[src/rtl/image_overlay_reader.sv]
// Upscaled 28x28 image-memory overlay with a 1-pixel frame on the live VGA pixel stream.
// Fixed 3-cycle latency for every pixel; addressing uses only counters and accumulators.
module image_overlay_reader #(
   parameter int unsigned X0          = 400,
   parameter int unsigned Y0          = 16,
   parameter int unsigned SCALE_LOG2  = 3,
   parameter int unsigned IMG_DIM     = 28,
   parameter logic [7:0]  BORDER_GRAY = 8'hFF
) (
   input  logic       clk,
   input  logic       rst,
   input  logic       ovl_en,
   input  logic       pix_de,
   input  logic [9:0] pix_x,
   input  logic [9:0] pix_y,
   input  logic [7:0] pix_in,
   output logic [9:0] mem_raddr,
   input  logic [7:0] mem_rdata,
   output logic [7:0] pix_out,
   output logic       pix_out_de,
   output logic       frame_done
);

   localparam int unsigned W     = IMG_DIM << SCALE_LOG2;
   localparam int unsigned SubW  = (SCALE_LOG2 > 0) ? SCALE_LOG2 : 1;
   localparam int unsigned IdxW  = $clog2(IMG_DIM);
   localparam int unsigned AddrW = 10;

   localparam logic [SubW-1:0]  SubMax   = SubW'((1 << SCALE_LOG2) - 1);
   localparam logic [IdxW-1:0]  IdxMax   = IdxW'(IMG_DIM - 1);
   localparam logic [AddrW-1:0] RowStep  = AddrW'(IMG_DIM);
   localparam logic [11:0]      WinXLo   = 12'(X0);
   localparam logic [11:0]      WinXHi   = 12'(X0 + W - 1);
   localparam logic [11:0]      WinYLo   = 12'(Y0);
   localparam logic [11:0]      WinYHi   = 12'(Y0 + W - 1);
   localparam logic [11:0]      RingXLo  = 12'((X0 > 0) ? X0 - 1 : 0);
   localparam logic [11:0]      RingXHi  = 12'(X0 + W);
   localparam logic [11:0]      RingYLo  = 12'((Y0 > 0) ? Y0 - 1 : 0);
   localparam logic [11:0]      RingYHi  = 12'(Y0 + W);

   logic [11:0] px, py;
   logic        frame_start, act, in_win, on_ring, on_border;
   logic        first_x, last_x, first_pix, last_pix, adv;

   logic [SubW-1:0]  sub_x_q, sub_x_d, sub_y_q, sub_y_d, sub_y_cur;
   logic [IdxW-1:0]  col_q, col_d, row_q, row_d, row_cur;
   logic [AddrW-1:0] row_base_q, row_base_d, row_base_cur;
   logic [AddrW-1:0] mem_raddr_q, mem_raddr_d;
   logic             active_en_q;

   logic [1:0] de_q, win_q, brd_q, last_q;
   logic [7:0] pix1_q, pix2_q;
   logic [7:0] pix_out_q, pix_out_d;
   logic       pix_out_de_q, frame_done_q;

   assign px = {2'b00, pix_x};
   assign py = {2'b00, pix_y};

   // The enable decision for the frame-start pixel itself uses the value being loaded.
   assign frame_start = pix_de && (pix_x == 10'd0) && (pix_y == 10'd0);
   assign act         = frame_start ? ovl_en : active_en_q;

   assign in_win    = pix_de && (px >= WinXLo) && (px <= WinXHi) && (py >= WinYLo) && (py <= WinYHi);
   assign on_ring   = (px >= RingXLo) && (px <= RingXHi) && (py >= RingYLo) && (py <= RingYHi);
   assign on_border = pix_de && !in_win && on_ring;

   assign first_x   = (px == WinXLo);
   assign last_x    = (px == WinXHi);
   assign first_pix = first_x && (py == WinYLo);
   assign last_pix  = last_x && (py == WinYHi);
   assign adv       = act && in_win;

   // First window pixel of a frame realigns the vertical state with no external sync.
   assign sub_y_cur    = first_pix ? '0 : sub_y_q;
   assign row_cur      = first_pix ? '0 : row_q;
   assign row_base_cur = first_pix ? '0 : row_base_q;

   always_comb begin
      sub_x_d     = sub_x_q;
      col_d       = col_q;
      sub_y_d     = sub_y_q;
      row_d       = row_q;
      row_base_d  = row_base_q;
      mem_raddr_d = mem_raddr_q;
      if (adv) begin
         if (first_x) begin
            sub_x_d = '0;
            col_d   = '0;
         end else begin
            sub_x_d = (sub_x_q == SubMax) ? '0 : sub_x_q + 1'b1;
            if ((sub_x_q == SubMax) && (col_q != IdxMax)) begin
               col_d = col_q + 1'b1;
            end
         end
         sub_y_d    = sub_y_cur;
         row_d      = row_cur;
         row_base_d = row_base_cur;
         if (last_x) begin
            sub_y_d = (sub_y_cur == SubMax) ? '0 : sub_y_cur + 1'b1;
            // Row saturation keeps the address inside the 0..IMG_DIM^2-1 range.
            if ((sub_y_cur == SubMax) && (row_cur != IdxMax)) begin
               row_d      = row_cur + 1'b1;
               row_base_d = row_base_cur + RowStep;
            end
         end
         mem_raddr_d = row_base_cur + AddrW'(col_d);
      end
   end

   always_comb begin
      if (!de_q[1]) begin
         pix_out_d = 8'h00;
      end else if (win_q[1]) begin
         pix_out_d = mem_rdata;
      end else if (brd_q[1]) begin
         pix_out_d = BORDER_GRAY;
      end else begin
         pix_out_d = pix2_q;
      end
   end

   always_ff @(posedge clk) begin
      if (rst) begin
         active_en_q  <= 1'b0;
         sub_x_q      <= '0;
         col_q        <= '0;
         sub_y_q      <= '0;
         row_q        <= '0;
         row_base_q   <= '0;
         mem_raddr_q  <= '0;
         de_q         <= '0;
         win_q        <= '0;
         brd_q        <= '0;
         last_q       <= '0;
         pix1_q       <= '0;
         pix2_q       <= '0;
         pix_out_q    <= '0;
         pix_out_de_q <= 1'b0;
         frame_done_q <= 1'b0;
      end else begin
         active_en_q  <= act;
         sub_x_q      <= sub_x_d;
         col_q        <= col_d;
         sub_y_q      <= sub_y_d;
         row_q        <= row_d;
         row_base_q   <= row_base_d;
         mem_raddr_q  <= mem_raddr_d;
         de_q         <= {de_q[0], pix_de};
         win_q        <= {win_q[0], adv};
         brd_q        <= {brd_q[0], act && on_border};
         last_q       <= {last_q[0], adv && last_pix};
         pix1_q       <= pix_in;
         pix2_q       <= pix1_q;
         pix_out_q    <= pix_out_d;
         pix_out_de_q <= de_q[1];
         frame_done_q <= last_q[1];
      end
   end

   assign mem_raddr  = mem_raddr_q;
   assign pix_out    = pix_out_q;
   assign pix_out_de = pix_out_de_q;
   assign frame_done = frame_done_q;

endmodule

[config.mk]
export PLATFORM = sky130hd
export DESIGN_NAME = image_overlay_reader
export DESIGN_NICKNAME = d
export VERILOG_FILES = /design/src/rtl/image_overlay_reader.sv
export SDC_FILE = /design/constraint.sdc
export NUM_CORES = 1
export LEC_CHECK = 0
export CORE_ASPECT_RATIO = 0.5
export CORE_MARGIN = 2
export CORE_UTILIZATION = 56
export DETAILED_ROUTE_END_ITERATION = 12
export PLACE_DENSITY = 0.85
export SYNTH_ARGS = -nofsm -noshare
export SYNTH_HDL_FRONTEND = slang
export SYNTH_SLANG_ARGS = --single-unit
[constraint.sdc]
create_clock -name clk -period 9.2 [get_ports clk]
set_input_delay 0.92 -clock clk [delete_from_list [all_inputs] [get_ports clk]]
set_output_delay 0.92 -clock clk [all_outputs]
set_load 0.03 [all_outputs]
After elaboration in Yosys (flattened, before gate mapping)
Cells that the tools add are included.

Reductions and logical operators: 22. Multiplexer cells: 17. $lt $le $gt $ge: 8. Eq/ne operators: 8. Add/sub/neg operators: 6. Bitwise logic cells: 1.

Operators with widths (number): 10-bit 2-to-1 mux (3); 5-bit 2-to-1 mux (6); 10-bit by 9-bit >= comparator with 1-bit output (second input constant) (2); 10-bit less-or-equal comparator (second input constant) (2); 10-bit by 8-bit less-or-equal comparator with 1-bit output (second input constant) (2); 10-bit logical NOT (2); 1-bit logical AND (18); 8-bit 2-to-1 mux (2); 3-bit 2-to-1 mux (5); 10-bit by 5-bit adder with 10-bit output (1); 10-bit by 5-bit adder with 10-bit output (second input constant) (1); 5-bit by 1-bit adder with 5-bit output (second input constant) (2); 10-bit == test (second input constant) (1); 10-bit by 5-bit == test with 1-bit output (second input constant) (1); 10-bit by 8-bit == test with 1-bit output (second input constant) (1); 10-bit by 9-bit == test with 1-bit output (second input constant) (1); 10-bit by 4-bit >= comparator with 1-bit output (second input constant) (1); 10-bit by 5-bit >= comparator with 1-bit output (second input constant) (1); 5-bit inequality test (second input constant) (2); 3-bit by 1-bit adder with 3-bit output (second input constant) (2); 3-bit == test (second input constant) (2); 2-bit OR reduction (1); 1-bit logical NOT (1); 1-bit 2-to-1 mux (1); 1-bit NOT (1).

Word-level logic and storage cells: 78. Bits of input ports: 40. Output and inout port bits: 20. Register bits: 71.

Longest topological paths before layout
Gate-level depths: netlist of the first run.

Depth after elaboration: 9. Mapped depth: 13. Depth with buffers taken out: 13.

Worst setup path after synthesis of the first run
OpenSTA, ideal clock, no wires.

Path type: input to register. Start: input port pix_y[7]. End: register mem_raddr_q[8] (netlist: mem_raddr[8]). Buffers on the path: 1. Setup time: 0.130 ns. Arrival time: 3.666 ns. Stages on the path: 12. Data required time: 9.070 ns. Path slack: 5.403 ns. Cells stage by stage: nor4_1 nand3_1 or2_2 clkbuf_1 and2_1 ha_1 fa_1 a21oi_1 o21ai_1 a41oi_1 mux2i_1 o22ai_1.

Longest elaborated chain between the ends: 4. Elaborated cells on any way between the ends: 12.

RTL lines: start, declared (RTL line 15) `input logic [9:0] pix_y,`; 10-bit by 5-bit == test with 1-bit output (RTL line 69) `assign first_pix = first_x && (py == WinYLo);`; 1-bit logical AND (RTL line 69); 10-bit 2-to-1 mux (RTL line 76) `assign row_base_cur = first_pix ? '0 : row_base_q;`; via row_base_cur[0] (RTL line 47) `logic [AddrW-1:0] row_base_q, row_base_d, row_base_cur;`; 10-bit by 5-bit adder with 10-bit output (RTL line 106) `mem_raddr_d = row_base_cur + AddrW'(col_d);`; end signal, assigned (RTL line 147) `mem_raddr_q <= mem_raddr_d;`; end, declared (RTL line 48) `logic [AddrW-1:0] mem_raddr_q, mem_raddr_d;`.

The timed path passes the listed nets, and every way through them passes these cells. A chain may end at the register's enable or synchronous reset.

Worst setup path in the final report of the first run
Start: input port pix_x[4]. End: register mem_raddr_q[8] (netlist: mem_raddr[8]).

Elaborated cells on any way between the ends: 17.

RTL lines: start, declared (RTL line 14) `input logic [9:0] pix_x,`; 10-bit by 9-bit == test with 1-bit output (RTL line 67) `assign first_x = (px == WinXLo);`; 1-bit logical AND (RTL line 69); 10-bit 2-to-1 mux (RTL line 76); via row_base_cur[0] (RTL line 47); 10-bit by 5-bit adder with 10-bit output (RTL line 106).

The timed path passes the listed nets, and every way through them passes these cells. The select of a mux whose other input is x is not followed.

==> results.py, run 1 <==
metrics = {
    "route": {
        "post_drt_wl_per_cell_um": 15.08,
        "dr_total_vias": 2892,
        "firstDrtPassIters": 5,
        "routed_via_density": 5.693,
        "drc": 0,
        "ant_nets": 0,
        "drt_iter0_markers": 150,
        "wl_um": 7659,
    },
    "setup_path": {
        "crit_end": "mem_raddr[8]",
        "rrSetupSlack_ps": 6280,
        "r2r_cells": 12,
        "path_buf_inv": 1,
        "startpoint": "pix_x[4]",
        "critPathTopFamily": "simple AND/OR/NAND/NOR gates",
        "reg2reg_to": "mem_raddr[8]",
        "crit_arrival_ps": 4430,
        "cp.depth": 12,
        "cp-start-kind": "input port",
        "cpPeakStageDelay_ps": 550,
        "crit_fanout": 14,
        "crit_chain": "clkdlybuf4s50_1 > nor3b_1 > nand4b_1 > or2_2 > and2_1 > ha_1 > fa_1 > a21oi_1 > o21ai_1 > a41oi_1 > mux2i_1 > o22ai_1",
        "cp.required_ps": 9380,
        "critical-path-slowest-cell": "clkdlybuf4s50_1",
        "r2r-start": "sub_x_q[0]",
        "cp-end-kind": "register",
        "crit_type": "in2reg",
    },
    "synthesis": {
        "synth_edf_count": 0,
        "synth_compound_area_frac": 0.1177,
        "synth.distinct_cells": 62,
        "synth-simple-area-share": 0.3063,
        "syn-cell-area_mm2": 0.003284,
        "yosys.area_share.xor_xnor": 0.05600,
        "synth_top_flop_cell": "dfxtp_1",
        "ys_seq_area_frac": 0.4328,
        "synth_mux_area_frac": 0.009143,
        "syn-num-nets": 427,
        "ys_warn_count": 0,
        "synth_top_family_by_area": "simple AND/OR/NAND/NOR gates",
        "synth_fa_ha_area_frac": 0.04724,
        "avgSynthCellArea_um2": 8.735,
        "ys_seq_elements": 71,
        "syn-instance-count": 376,
        "async_flop_share": 0,
    },
    "finish": {
        "final_cell_mix": "dfxtp_1, clkdlybuf4s50_1, nor2_1",
        "layout_commonest_cell": "dfxtp_1",
        "area_growth_pct": 27.31,
        "final_nets": 481,
        "n_antenna_cell": 0,
        "stdcell_count": 508,
        "drive_gt1_frac": 0.07126,
    },
    "floorplanning": {
        "die_h_um": 58.16,
        "ios": 60,
        "die_area_mm2": 0.006531,
        "initial_core_util": 0.5904,
        "rows": 19,
        "die-width_um": 112.3,
        "coreArea_mm2": 0.005563,
    },
    "place": {
        "dp_cells": 492,
        "place_congestion": 0.8701,
        "dp_hpwl_um": 5134,
        "portBuffers": 59,
    },
    "global_routing": {
        "grt_first_pass_wirelength_um": 12910,
        "antenna_found_initial": 0,
        "grt_max_degree": 62,
        "grt_use_total": 0.2512,
        "grt_overflow": 0,
        "grt_pass1_vias": 2823,
    },
    "timing": {
        "tns_ps": 0,
        "slew-limit-headroom": 0.3038,
        "final_hold_viol_count": 0,
        "rsz0062_at_grt": "no",
        "max_clock_freq_mhz": 235.6,
        "worst-slew-pin-transition_ps": 1044,
        "setup_violations": 0,
        "finClkSkew_ps": 7.379,
        "period_minus_slack_ps": 4245,
        "min_period_over_period": 0.4614,
        "slew_viol_final": 0,
    },
    "power_and_ir_drop": {
        "p_int_uw": 543.1,
        "p_sw_uw": 151.8,
        "power.density_mw_per_mm2": 166.2,
        "vdd_drop_max_mv": 0.1514,
        "p_sw_frac": 0.2185,
        "p_seq_frac": 0.450,
        "p_leak_uw": 0.001555,
        "p_comb_frac": 0.052,
        "clkPwrFrac": 0.499,
    },
    "cts": {
        "cts_resized": 0,
        "postCtsHoldBufs": 0,
        "cts_root_buf": "clkbuf_16",
        "cts_setup_buffers": 0,
        "clk_latency_ps": 340,
        "ctsLongestPathBuffers": 2,
        "clkSlewWorstSetupHoldPaths_ps": 60,
        "htreeDepth": 3,
        "cts_sinks": 71,
        "cts_tree": "done",
        "cts_buffers": 9,
    },
    "worst_hold_path": {
        "hold_class": "reg2reg",
        "hold_depth": 1,
    },
    "status": {
        "status": "finished, final reports clean",
    },
    "flow_run": {
        "maxCapViolations": 0,
    },
}
-- cell type report --
cell class | count | area [um2]
Clock inverter | 6 | 70.07
Timing Repair Buffer | 60 | 593.1
Tap cell | 73 | 91.34
Inverter | 4 | 15.01
Fill cell | 420 | 1381
Sequential cell | 71 | 1421
Multi-Input combinational cell | 284 | 1762
Clock buffer | 10 | 229.0
-- power by group through the flow --
stage	combinational, uW	clock (uW)	sequential, uW
after floorplan	12.2	0	319
after global placement	34.2	0	319
after detailed placement	35.4	0	319
after CTS	35.9	349	312
after global routing	38.8	361	313
final	36.0	346	312
-- metal layers --
layer	up-vias	track usage	wire, um
li1	1422	-	-
met1	1359	0.3024	3330
met2	94	0.4303	3631
met3	17	0.07950	547
met4	0	0.09756	148
met5	-	0	0
-- worst min path at each step --
stage,start,endpoint
after global placement,pix1_q[7],pix2_q[7]
after CTS,de_q[0],de_q[1]
after floorplan,brd_q[0],brd_q[1]
after detailed placement,de_q[0],de_q[1]
after global routing,de_q[0],de_q[1]
final,de_q[0],de_q[1]
-- registers in the layout, summed over array words and instances, names as in the netlist, 3 cells and up --
name	flops
mem_raddr	10
row_base_q	10
pix1_q	8
pix2_q	8
pix_out	8
col_q	5
row_q	5
sub_x_q	3
sub_y_q	3
-- cells by family after synthesis --
family / after synthesis
flip-flops: 71
AO/OA/AOI/OAI: 58
XOR/XNOR: 21
AND/OR/NAND/NOR: 190
multiplexers: 3
buffers and inverters: 21
adder cells (fa/ha/maj): 12
-- Yosys cell counts (all sizes together), types with 2 or more instances --
cell type	n	area, um2
nor3	8	40.04
a21o	3	22.52
o21ai	8	43.79
xnor2	12	105.1
ha	10	125.1
nor4b	2	17.52
nand4b	4	35.03
o22ai	8	50.05
or2b	2	16.27
or4	3	27.53
nand2	46	172.7
nand3	13	70.07
a21oi	21	105.1
nor2	48	180.2
and2	7	43.79
o221ai	2	17.52
buf	2	12.51
nor2b	23	143.9
nand4	10	62.56
clkbuf	14	63.80
and3b	3	27.53
inv	4	15.01
or2	3	18.77
xor2	9	78.83
a211oi	5	37.54
mux2i	3	30.03
nor4	7	65.06
dfxtp	71	1421
nand3b	2	15.01
a22oi	3	22.52
and3	3	20.02
-- stage by stage --
| stage | total power, uW | setup WS (ps) | hold WS [ps] | util | cell area, um2 |
|---|---|---|---|---|---|
| 4_1_cts | 697.7 | 4999 | 435.5 | 0.7517 | 4182 |
| 3_3_place_gp | 353.2 | 4762 | 419.6 | 0.6979 | 3882 |
| 3_5_place_dp | 354.6 | 4666 | 425.1 | 0.6979 | 3882 |
| 6_report | 694.9 | 4955 | 434.1 | 0.7517 | 4182 |
| 5_1_grt | 712.3 | 4719 | 444.2 | 0.7517 | 4182 |
| 2_1_floorplan | 331.7 | 5403 | 413.8 | - | 3284 |
Note: power is estimated with default switching activity, not from simulation.
==> run 2: changes to the inputs <==
- CORE_UTILIZATION: 56 -> 52
- PLACE_DENSITY: 0.85 -> 0.79
- clock period: 9.2 -> 4 ns (I/O delays scaled with it)
==> results.py, run 2 (same netlist as run 1, synthesis figures left out) <==
metrics = {
    "floorplanning": {
        "ios": 60,
        "initial_core_util": 0.5401,
        "die_h_um": 60.20,
        "rows": 20,
        "coreArea_mm2": 0.006081,
        "die_area_mm2": 0.007006,
        "die-width_um": 116.4,
    },
    "global_routing": {
        "grt_pass1_vias": 2763,
        "grt_max_degree": 39,
        "antenna_found_initial": 0,
        "grt_use_total": 0.2363,
        "grt_overflow": 0,
        "grt_first_pass_wirelength_um": 12520,
    },
    "cts": {
        "postCtsHoldBufs": 0,
        "cts_resized": 0,
        "cts_tree": "done",
        "clk_latency_ps": 330,
        "ctsLongestPathBuffers": 2,
        "cts_buffers": 9,
        "htreeDepth": 3,
        "cts_sinks": 71,
        "clkSlewWorstSetupHoldPaths_ps": 50,
        "cts_root_buf": "clkbuf_16",
        "cts_setup_buffers": 0,
    },
    "finish": {
        "finalInstanceArea_mm2": 0.004204,
        "final_cell_mix": "dfxtp_1, clkdlybuf4s50_1, nor2_1",
        "drive_gt1_frac": 0.07991,
        "stdcell_count": 526,
        "area_growth_pct": 28.00,
        "final_nets": 485,
        "postLayoutCoreUtil": 0.6914,
        "layout_commonest_cell": "dfxtp_1",
        "n_antenna_cell": 0,
    },
    "setup_path": {
        "critPathTopFamily": "simple AND/OR/NAND/NOR gates",
        "crit_type": "in2reg",
        "crit_arrival_ps": 3740,
        "cpPeakStageDelay_ps": 550,
        "path_buf_inv": 1,
        "crit_chain": "clkdlybuf4s50_1 > nor3b_1 > nand4b_1 > or2_2 > and2_1 > ha_1 > fa_1 > a21oi_1 > o21ai_1 > a41oi_1 > xnor2_1 > a211oi_1",
        "critical-path-slowest-cell": "clkdlybuf4s50_1",
        "crit_fanout": 6,
        "cp-end-kind": "register",
        "cp.required_ps": 4240,
        "cp-start-kind": "input port",
    },
    "route": {
        "drt_iter0_markers": 227,
        "dr_total_vias": 2908,
        "firstDrtPassIters": 5,
        "drc": 0,
        "ant_nets": 0,
        "post_drt_wl_per_cell_um": 14.47,
        "wl_um": 7613,
        "routed_via_density": 5.529,
    },
    "timing": {
        "min_period_over_period": 0.8756,
        "period_minus_slack_ps": 3502,
        "final_hold_viol_count": 0,
        "rsz0062_at_grt": "no",
        "tns_ps": 0,
        "worst-slew-pin-transition_ps": 606.3,
        "finClkSkew_ps": 3.949,
        "setup_violations": 0,
        "slew-limit-headroom": 0.5921,
        "max_clock_freq_mhz": 285.5,
        "slew_viol_final": 0,
    },
    "power_and_ir_drop": {
        "p_leak_uw": 0.001568,
        "vdd_drop_max_mv": 0.2109,
        "power_uw": 1524,
        "power.density_mw_per_mm2": 362.6,
    },
    "place": {
        "place_congestion": 0.8637,
        "portBuffers": 59,
        "dp_cells": 511,
        "dp_hpwl_um": 5428,
        "placed_area_mm2": 0.003931,
    },
    "status": {
        "status": "finished, final reports clean",
    },
    "worst_hold_path": {
        "hold_class": "reg2reg",
    },
    "flow_run": {
        "maxCapViolations": 0,
    },
}
[run 2: per-stage QoR]
| step | worst slack (ps) | hold slack (ps) |
|---|---|---|
| final | 497.8 | 431.0 |
| after global routing | 301.4 | 450.5 |
| after CTS | 542.3 | 436.0 |
| after detailed placement | 205.2 | 422.0 |
| after global placement | 336.4 | 417.8 |
| after floorplan | 723.1 | 413.8 |
[run 2: path summary, 6_finish.rpt]
path / start / endpoint / slack [ps] / cells after the start
max reg2reg: col_q[0] / mem_raddr[6] / 1040 / 12
min: win_q[0] / win_q[1] / 430 / 1
max: pix_x[4] / mem_raddr[6] / 500 / 12
min reg2reg: win_q[0] / win_q[1] / 430 / 1
[run 2: power breakdown]
group          total (uW)  internal, uW  switching, uW  leakage, uW
logic                83.5          47.6           35.9     0.000861
clock network         722           432            290     0.000131
registers             719           717           1.95     0.000576
[run 2: per-layer routing]
metal | vias to the layer above | track usage | wire, um
met2 | 97 | 0.4086 | 3713
met1 | 1357 | 0.2783 | 3248
met4 | 0 | 0.09694 | 145
met3 | 21 | 0.07302 | 505
li1 | 1433 | - | -
met5 | - | 0 | 0
[run 2: worst register-to-register path: stages, from the launching register on]
cell and delay (ps):
dfxtp_1 400, ha_1 230, nand4b_1 140, nand2_1 140
xor2_1 170, nor2_1 90, ha_1 230, fa_1 420
a21oi_1 250, o21ai_1 110, a41oi_1 320, xnor2_1 110
a211oi_1 250
[run 2: cell type report]
class                   count  area, um2
clock buffers              10      239.0
inverters                   4      15.01
repair buffers             64      623.1
multi-input cells         284       1762
well taps                  88      110.1
fillers                   472       1877
flip-flops and latches     71       1421
clock inverters             5      33.78
==> run 3: changes to the inputs <==
- CAP_MARGIN: not set -> 25
- CORE_UTILIZATION: 52 -> 63
- DONT_BUFFER_PORTS: not set -> 1
- PLACE_DENSITY: 0.79 -> not set
- PLACE_DENSITY_LB_ADDON: not set -> 0.3
==> results.py, run 3 (same netlist as run 1, synthesis figures left out) <==
metrics = {
    "cts": {
        "clkSlewWorstSetupHoldPaths_ps": 80,
        "cts_tree": "done",
        "cts_buffers": 9,
        "postCtsHoldBufs": 0,
        "cts_resized": 0,
        "cts_sinks": 71,
        "clk_latency_ps": 340,
        "htreeDepth": 3,
        "cts_setup_buffers": 0,
        "ctsLongestPathBuffers": 2,
        "cts_root_buf": "clkbuf_8",
    },
    "floorplanning": {
        "rows": 18,
        "initial_core_util": 0.6599,
        "ios": 60,
        "die_h_um": 55.06,
        "die-width_um": 106.1,
        "coreArea_mm2": 0.004977,
        "die_area_mm2": 0.005842,
    },
    "route": {
        "drt_iter0_markers": 218,
        "dr_total_vias": 2589,
        "routed_via_density": 5.805,
        "drc": 0,
        "ant_nets": 0,
        "post_drt_wl_per_cell_um": 14.70,
        "wl_um": 6556,
        "firstDrtPassIters": 4,
    },
    "setup_path": {
        "cpPeakStageDelay_ps": 470,
        "cp-start-kind": "input port",
        "cp.depth": 11,
        "crit_arrival_ps": 3430,
        "path_buf_inv": 0,
        "r2r_cells": 12,
        "crit_fanout": 14,
        "critPathTopFamily": "simple AND/OR/NAND/NOR gates",
        "crit_chain": "nor4_1 > nand3_1 > or2_2 > and2_1 > ha_1 > fa_1 > a21oi_1 > o21ai_1 > a41oi_1 > xnor2_1 > a211oi_1",
        "cp.required_ps": 4260,
        "critical-path-slowest-cell": "or2_2",
        "cp-end-kind": "register",
        "crit_type": "in2reg",
    },
    "global_routing": {
        "antenna_found_initial": 0,
        "grt-busiest-layer": "met2",
        "grt_first_pass_wirelength_um": 10730,
        "met1_usage": 0.2985,
        "grt_max_degree": 62,
        "grt_pass1_vias": 2285,
        "grt_overflow": 0,
        "grt_use_met2": 0.4188,
        "grt_use_total": 0.2425,
        "gr-usage-met3": 0.08197,
    },
    "power_and_ir_drop": {
        "vdd_drop_max_mv": 0.2134,
        "p_sw_frac": 0.2118,
        "p_int_uw": 1083,
        "power.density_mw_per_mm2": 391.2,
        "p_leak_uw": 0.001302,
        "p_comb_frac": 0.017,
        "p_sw_uw": 291.2,
        "p_seq_frac": 0.523,
        "clkPwrFrac": 0.460,
    },
    "timing": {
        "slew-limit-headroom": 0.4669,
        "whs_ps": 111.7,
        "final_hold_viol_count": 0,
        "finClkSkew_ps": 12.17,
        "min_period_over_period": 0.7930,
        "timing.final.ws_setup_ps": 827.9,
        "period_minus_slack_ps": 3172,
        "worst-slew-pin-transition_ps": 797.4,
        "setup_violations": 0,
        "slew_viol_final": 0,
        "max_clock_freq_mhz": 315.2,
        "rsz0062_at_grt": "no",
        "tns_ps": 0,
    },
    "worst_hold_path": {
        "hold_class": "in2reg",
        "hold_depth": 1,
    },
    "finish": {
        "n_antenna_cell": 0,
        "area_growth_pct": 6.971,
        "finalInstanceArea_mm2": 0.003513,
        "stdcell_count": 446,
        "final_nets": 422,
        "layout_commonest_cell": "dfxtp_1",
        "drive_gt1_frac": 0.07979,
        "final_cell_mix": "dfxtp_1, nor2_1, nand2_1",
    },
    "flow_run": {
        "maxCapViolations": 0,
    },
    "place": {
        "dp_cells": 430,
        "placed_area_mm2": 0.003293,
        "dp_hpwl_um": 4642,
        "place_congestion": 0.9255,
        "portBuffers": 0,
        "place_ws_ps": 491.0,
    },
    "status": {
        "status": "finished, final reports clean",
    },
}
-- run 3: changes by cell type in the layout (fill, tap and decap cells not counted) --
cell | previous run | this run
clkbuf_16 | 9 | 0
clkbuf_8 | 1 | 9
buf_4 | 5 | 1
clkbuf_1 | 0 | 1
clkdlybuf4s50_1 | 58 | 0
buf_2 | 1 | 0
clkinv_2 | 2 | 0
clkinv_4 | 0 | 1
bufinv_16 | 0 | 2
-- run 3: layout make-up --
| cell class | instances | area [um2] |
|---|---|---|
| sequential | 71 | 1421 |
| clock buffer | 10 | 127.6 |
| clock inverter | 6 | 92.59 |
| fill | 384 | 1464 |
| tap | 70 | 87.58 |
| timing repair buffer | 1 | 7.507 |
| multi-input combinational | 284 | 1762 |
| inverter | 4 | 15.01 |
-- run 3: worst paths after layout --
path,start,to,slack [ps]
hold reg to reg,pix1_q[5],pix2_q[5],430
setup / recovery,pix_y[7],mem_raddr[6],830
setup reg to reg,sub_x_q[0],mem_raddr[6],1130
hold / removal,rst,brd_q[1],110
-- run 3: routing by layer --
metal / wire length (um) / share of wire
met1: 3066 / 0.47
met4: 37 / 0.0056
met2: 3048 / 0.46
met5: 0 / 0
met3: 403 / 0.061
-- run 3: power groups by stage --
stage	clock network, uW	registers (uW)	logic, uW
floorplan	0	735	28.2
global placement	0	735	22.6
detailed placement	0	736	23.5
CTS	644	719	23.8
global route	674	719	26.4
finish	632	719	23.9
-- run 3: metrics by stage --
stage                     utilization  power (uW)
after floorplan                     -       762.9
after global placement         0.6616       757.7
after detailed placement       0.6616       759.0
after CTS                      0.7059        1386
after global routing           0.7059        1420
final                          0.7059        1374
